**src/rtl/ndn_data_ingress.sv**
```systemverilog
// NDN data-packet ingress: parses length/prefix header, buffers the payload,
// announces the packet to the FIB and streams the payload out byte by byte.
module ndn_data_ingress #(
    parameter int PAYLOAD_BYTES = 16
) (
    input  logic        clk,
    input  logic        rst,
    input  logic        rx_valid,
    input  logic [7:0]  rx_byte,
    output logic        rx_ready,
    output logic [63:0] data_in_prefix,
    output logic [5:0]  data_in_len,
    output logic        data_ready,
    output logic [7:0]  data_in,
    input  logic        pay_advance,
    input  logic        pkt_drop,
    output logic        pay_last,
    output logic [7:0]  err_count
);
    localparam int AW = $clog2(PAYLOAD_BYTES);
    localparam int CW = AW + 1;
    localparam logic [CW-1:0] LAST = CW'(PAYLOAD_BYTES - 1);

    localparam logic [2:0] RX_LEN     = 3'd0;
    localparam logic [2:0] RX_PREFIX  = 3'd1;
    localparam logic [2:0] RX_PAYLOAD = 3'd2;
    localparam logic [2:0] ANNOUNCE   = 3'd3;
    localparam logic [2:0] STREAM     = 3'd4;
    localparam logic [2:0] SKIP       = 3'd5;

    logic [2:0]    state;
    logic [5:0]    pend_len;
    logic [63:0]   pend_prefix;
    logic [2:0]    pre_cnt;
    logic [CW-1:0] cnt;
    logic [CW-1:0] ptr;
    logic [CW-1:0] ptr_nxt;
    logic          skip_pay;
    logic          accept;
    logic [7:0]    buf_mem [PAYLOAD_BYTES];

    assign rx_ready   = (state != ANNOUNCE) && (state != STREAM);
    assign accept     = rx_valid && rx_ready;
    assign data_ready = (state == ANNOUNCE);
    assign pay_last   = (state == STREAM) && (ptr == LAST);
    assign ptr_nxt    = ptr + 1'b1;

    always_ff @(posedge clk) begin
        if (state == RX_PAYLOAD && accept)
            buf_mem[cnt[AW-1:0]] <= rx_byte;
    end

    always_ff @(posedge clk or posedge rst) begin
        if (rst) begin
            state          <= RX_LEN;
            pend_len       <= '0;
            pend_prefix    <= '0;
            pre_cnt        <= '0;
            cnt            <= '0;
            ptr            <= '0;
            skip_pay       <= 1'b0;
            data_in_prefix <= '0;
            data_in_len    <= '0;
            data_in        <= '0;
            err_count      <= '0;
        end else begin
            case (state)
                RX_LEN: if (accept) begin
                    pre_cnt <= '0;
                    cnt     <= '0;
                    if (rx_byte[7:6] == 2'b00) begin
                        pend_len <= rx_byte[5:0];
                        state    <= RX_PREFIX;
                    end else begin
                        if (err_count != 8'hFF) err_count <= err_count + 8'd1;
                        skip_pay <= 1'b0;
                        state    <= SKIP;
                    end
                end
                RX_PREFIX: if (accept) begin
                    pend_prefix <= {pend_prefix[55:0], rx_byte};
                    pre_cnt     <= pre_cnt + 3'd1;
                    if (pre_cnt == 3'd7) state <= RX_PAYLOAD;
                end
                RX_PAYLOAD: if (accept) begin
                    if (cnt == LAST) begin
                        cnt            <= '0;
                        data_in_prefix <= pend_prefix;
                        data_in_len    <= pend_len;
                        state          <= ANNOUNCE;
                    end else begin
                        cnt <= cnt + 1'b1;
                    end
                end
                ANNOUNCE: begin
                    ptr     <= '0;
                    data_in <= buf_mem[0];
                    state   <= STREAM;
                end
                STREAM: begin
                    // drop outranks advance; both end the packet with data_in cleared
                    if (pkt_drop || (pay_advance && ptr == LAST)) begin
                        ptr     <= '0;
                        data_in <= '0;
                        state   <= RX_LEN;
                    end else if (pay_advance) begin
                        ptr     <= ptr_nxt;
                        data_in <= buf_mem[ptr_nxt[AW-1:0]];
                    end
                end
                SKIP: if (accept) begin
                    // prefix-length phase first, then payload-length phase
                    if (!skip_pay) begin
                        pre_cnt <= pre_cnt + 3'd1;
                        if (pre_cnt == 3'd7) skip_pay <= 1'b1;
                    end else if (cnt == LAST) begin
                        cnt      <= '0;
                        skip_pay <= 1'b0;
                        state    <= RX_LEN;
                    end else begin
                        cnt <= cnt + 1'b1;
                    end
                end
                default: state <= RX_LEN;
            endcase
        end
    end
endmodule

```
**config.mk**
```make
export PLATFORM = sky130hd
export DESIGN_NAME = ndn_data_ingress
export DESIGN_NICKNAME = d
export VERILOG_FILES = /design/src/rtl/ndn_data_ingress.sv
export SDC_FILE = /design/constraint.sdc
export NUM_CORES = 1
export LEC_CHECK = 0
export BUFFER_PORTS_ARGS = -buffer_cell sky130_fd_sc_hd__buf_2
export CAP_MARGIN = 20
export CORE_UTILIZATION = 35
export CTS_CLUSTER_DIAMETER = 30
export CTS_CLUSTER_SIZE = 24
export DETAILED_ROUTE_END_ITERATION = 10
export GPL_TIMING_DRIVEN = 0
export PLACE_DENSITY = 0.6
export REMOVE_ABC_BUFFERS = 1
export SLEW_MARGIN = 5
export SYNTH_ARGS = -nofsm -noshare
export SYNTH_HDL_FRONTEND = slang
export SYNTH_SLANG_ARGS = --single-unit
```
**constraint.sdc**
```tcl
create_clock -name clk -period 10.7 [get_ports clk]
set_input_delay 2.14 -clock clk [delete_from_list [all_inputs] [get_ports clk]]
set_output_delay 2.14 -clock clk [all_outputs]
set_load 0.01 [all_outputs]
```
==> results summary <==
The total via count after detailed routing is about 7,000. The data required time of the worst path is around 8.6 ns. The via count of the first global-routing pass was 7,216. For this configuration, the core starts out at a cell density of 0.358.

The total setup violations reported at the end of the flow is 0. The pin slew with the least headroom to its limit is 0.863 ns. No sink is reached through more buffers than the 3 on the longest clock path. Setup repair after global routing left no endpoint under its margin.

Subtracting the final worst setup slack from the clock period gives 4.48 ns. Dividing the final minimum period by the clock period gives 0.419. The max-slew violation count is 0.

Of all flip-flops after synthesis, the portion carrying an async set or reset was 0.575. The width of the die came out at 188 um. The number of hold violations in the final report is 0. The area fraction in and, or, nand and nor cells after synthesis is 0.0610. The depth of the most critical reg-to-reg path came out at 5. In the final layout, the share of cells above drive strength 1 is 0.401. Buffers inserted during clock tree synthesis total approximately 70.

The relative area change from synthesis to final layout is 29.3%. The detail-routed via count per cell is slightly below 5. The number of H-tree levels came out at 3. The repair_antennas step left the layout with diodes totalling 0. The post-synthesis share of cell area spent on full adders, half adders and majority gates came out at 0.00931. The vertical die dimension is 188 um.

The quantity of hold-fixing buffers added after cts came out at 0. The library cell used most frequently in the layout, excluding fill and tap cells, is dfrtp_1. The number of different library cells in the post-synthesis netlist is between 40 and 50. The maximum vdd ir drop came out at about 0.14 mV.

Derived from the worst setup path, the maximum achievable clock frequency is between 200 and 250 MHz. The number of DRC markers in iteration 0 came out at 329. The total wire length after detailed routing is 24.8 mm. The die covers 35,300 um2. Counting flops and latches in the post-synthesis netlist gives approximately 300. The min-delay analysis places its worst path in the category reg -> reg. After global routing the overflow that remains totals 0. The worst setup path category is reg -> out. The number of top-level design ports is 102. The worst path arrival time came out at ~2.3 ns. The core area came out at ~34,000 um2. The completed layout was analyzed and its total power is approximately 4.3 mW. The total setup buffers inserted after CTS is 0. The cell sitting at the root of the clock tree is a clkbuf_16. The post-layout net count is around 950. Dividing total power by cell area gives a power density of 275 nW/um2. In the layout the commonest cells are dfrtp_1, mux2_2, edfxtp_1. The number of iterations in the first detailed-routing pass is 5. The cell leakage power came out at 6.57 nW. The number of antenna violations at the first check in global routing came out at 1. The setup TNS after final layout is 0 ns. The portion of netlist area occupied by mux cells came out at 0.184.

The sum of net half-perimeters after detailed placement came out at between 15 and 20 mm. The total global-route track usage came out at 0.147. The quantity of I/O buffers inserted on ports is 101.

The largest net degree at the start of global routing came out at 100. By area, the combinational part of the netlist is dominated by multiplexers. In this run, synthesis inferred 128 flip-flops with an integrated enable. The capture instance of the worst register-to-register path is data_in[5]. The yosys synthesis warning count is 0. The capturing instance or port of the critical path is pay_last. The congestion estimate from routability-driven global placement came to between 0.7 and 0.8. The peak fanout along the critical path came out at 14.

Clock-pin slew was measured on the worst setup and hold paths at about 0.04 ns. The post-synthesis cell area came out at 12,100 um2. The average cell area after synthesis is roughly 16 um2.

In this run the tightest slew margin relative to its limit is 0.422. The kind of capture point of the worst setup path is an output port. The kind of start point of the critical path is a flop. The routed wire length per instance came out at 17.3 um. After detailed routing, the number of remaining DRC violations is 0. The most used flip-flop cell after synthesis is dfrtp_1. The number of sinks driven by the clock tree is 301.

The setup slack of the most critical reg-to-reg path is between 7 and 8 ns. The count of instances resized after the clock tree is built came out at 0. The insertion delay of the later-clocked pin in the worst-skew pair is 0.54 ns. The post-route core utilization came out at 0.463. The xor/xnor share of the synthesized area came out at 0.00796. Tracing the worst setup path back leads to its startpoint at state[2]. The max capacitance violation total came out at 0. The worst register-to-register path begins at state[2]. The fraction of the mapped netlist area in compound gates came out at 0.0435. In this run the remaining antenna-violating nets after routing total 0.

The clock arrives with between 0.02 and 0.03 ns of skew. The gate count of the mapped netlist is 779. The sequential element share of the synthesized area came out at 0.676. The run finished with clean final reports. TritonCTS built the clock tree.

The floorplan has 67 rows. The global-route wire length before repair came out at between 40 and 50 mm.
-- routing by layer --
layer | share of wire | GRT usage
met2 | 0.48 | 0.230
met1 | 0.43 | 0.195
met5 | 0.00040 | 0
met3 | 0.069 | 0.0380
met4 | 0.027 | 0.0622
-- worst min-delay path by stage --
stage,start,endpoint,depth (start not counted)
global placement,data_in_prefix[20],data_in_prefix[20],1
floorplan,pre_cnt[0],pre_cnt[0],1
finish,data_in_prefix[22],data_in_prefix[22],1
global route,data_in_prefix[20],data_in_prefix[20],1
CTS,data_in_prefix[20],data_in_prefix[20],1
detailed placement,data_in_prefix[20],data_in_prefix[20],1
-- Yosys cell counts, types with 2 or more instances --
| master | count | area (um2) |
|---|---|---|
| nor2_2 | 2 | 12.5 |
| o21ai_0 | 8 | 40.0 |
| nand2_1 | 34 | 128 |
| mux4_2 | 16 | 360 |
| a211oi_1 | 14 | 105 |
| a21oi_1 | 15 | 75.1 |
| nand4_1 | 5 | 31.3 |
| clkbuf_1 | 4 | 15.0 |
| buf_1 | 3 | 11.3 |
| edfxtp_1 | 128 | 3840 |
| inv_1 | 9 | 33.8 |
| or3_1 | 2 | 12.5 |
| a31oi_1 | 16 | 100 |
| dfrtp_1 | 173 | 4330 |
| nand2b_1 | 7 | 43.8 |
| buf_2 | 19 | 95.1 |
| xnor2_1 | 6 | 52.6 |
| nor2_1 | 61 | 229 |
| a2111oi_0 | 8 | 70.1 |
| ha_1 | 9 | 113 |
| and2_1 | 3 | 18.8 |
| o21ai_1 | 3 | 15.0 |
| and3_1 | 2 | 12.5 |
| nand3_1 | 17 | 85.1 |
| o22ai_1 | 2 | 12.5 |
| buf_4 | 10 | 75.1 |
| nor3_1 | 4 | 20.0 |
| mux2_2 | 137 | 1540 |
| nor2b_1 | 10 | 62.6 |
| mux2_1 | 6 | 67.6 |
| xor2_1 | 5 | 43.8 |
| mux2i_1 | 25 | 250 |
-- worst max-delay path, cell delays in order (launching register included) --
cell	delay, ns
dfrtp_1	0.72
nor3b_1	0.73
and2_1	0.22
buf_2	0.12
-- sequential cells by signal, summed over array words and instances (netlist names) --
| register | cells |
|---|---|
| pend_prefix | 64 |
| ptr | 5 |
| pend_len | 6 |
| data_in_len | 6 |
| err_count | 8 |
| skip_pay | 1 |
| pre_cnt | 3 |
| state | 3 |
| buf_mem | 128 |
| data_in | 8 |
| cnt | 5 |
| data_in_prefix | 64 |
-- final cells by class --
| class | count | area, um2 |
|---|---|---|
| clock buffer | 85 | 1910 |
| multi-input combinational | 433 | 3730 |
| clock inverter | 39 | 458 |
| sequential | 301 | 8170 |
| tap | 448 | 561 |
| inverter | 9 | 41.3 |
| timing repair buffer | 116 | 767 |
| fill | 2985 | 18100 |
-- cell families (layout without fill, tap and decap cells) --
logic type	Yosys count	after routing
buffers and inverters	45	249
multiplexers	184	184
flip-flops	301	301
AND/OR/NAND/NOR	154	154
XOR/XNOR	11	11
adder cells (fa/ha/maj)	9	9
AO/OA/AOI/OAI	75	75
-- where the power goes --
part | total (mW) | leakage (nW) | internal (mW) | switching, mW
Combinational | 0.671 | 1.99 | 0.339 | 0.332
Sequential | 1.53 | 3.42 | 1.38 | 0.145
Clock | 2.10 | 1.16 | 1.48 | 0.626
-- per-stage QoR --
stage	hold slack (ns)	std cells	setup slack [ns]	area (um2)
4_1_cts	0.481	1431	6.25	15600
6_report	0.477	1431	6.22	15600
3_5_place_dp	0.471	1307	6.61	13300
5_1_grt	0.497	1431	6.07	15600
2_1_floorplan	0.457	743	3.87	11900
3_3_place_gp	0.462	1292	1.60	13000
(Power assumes the default switching activity.)
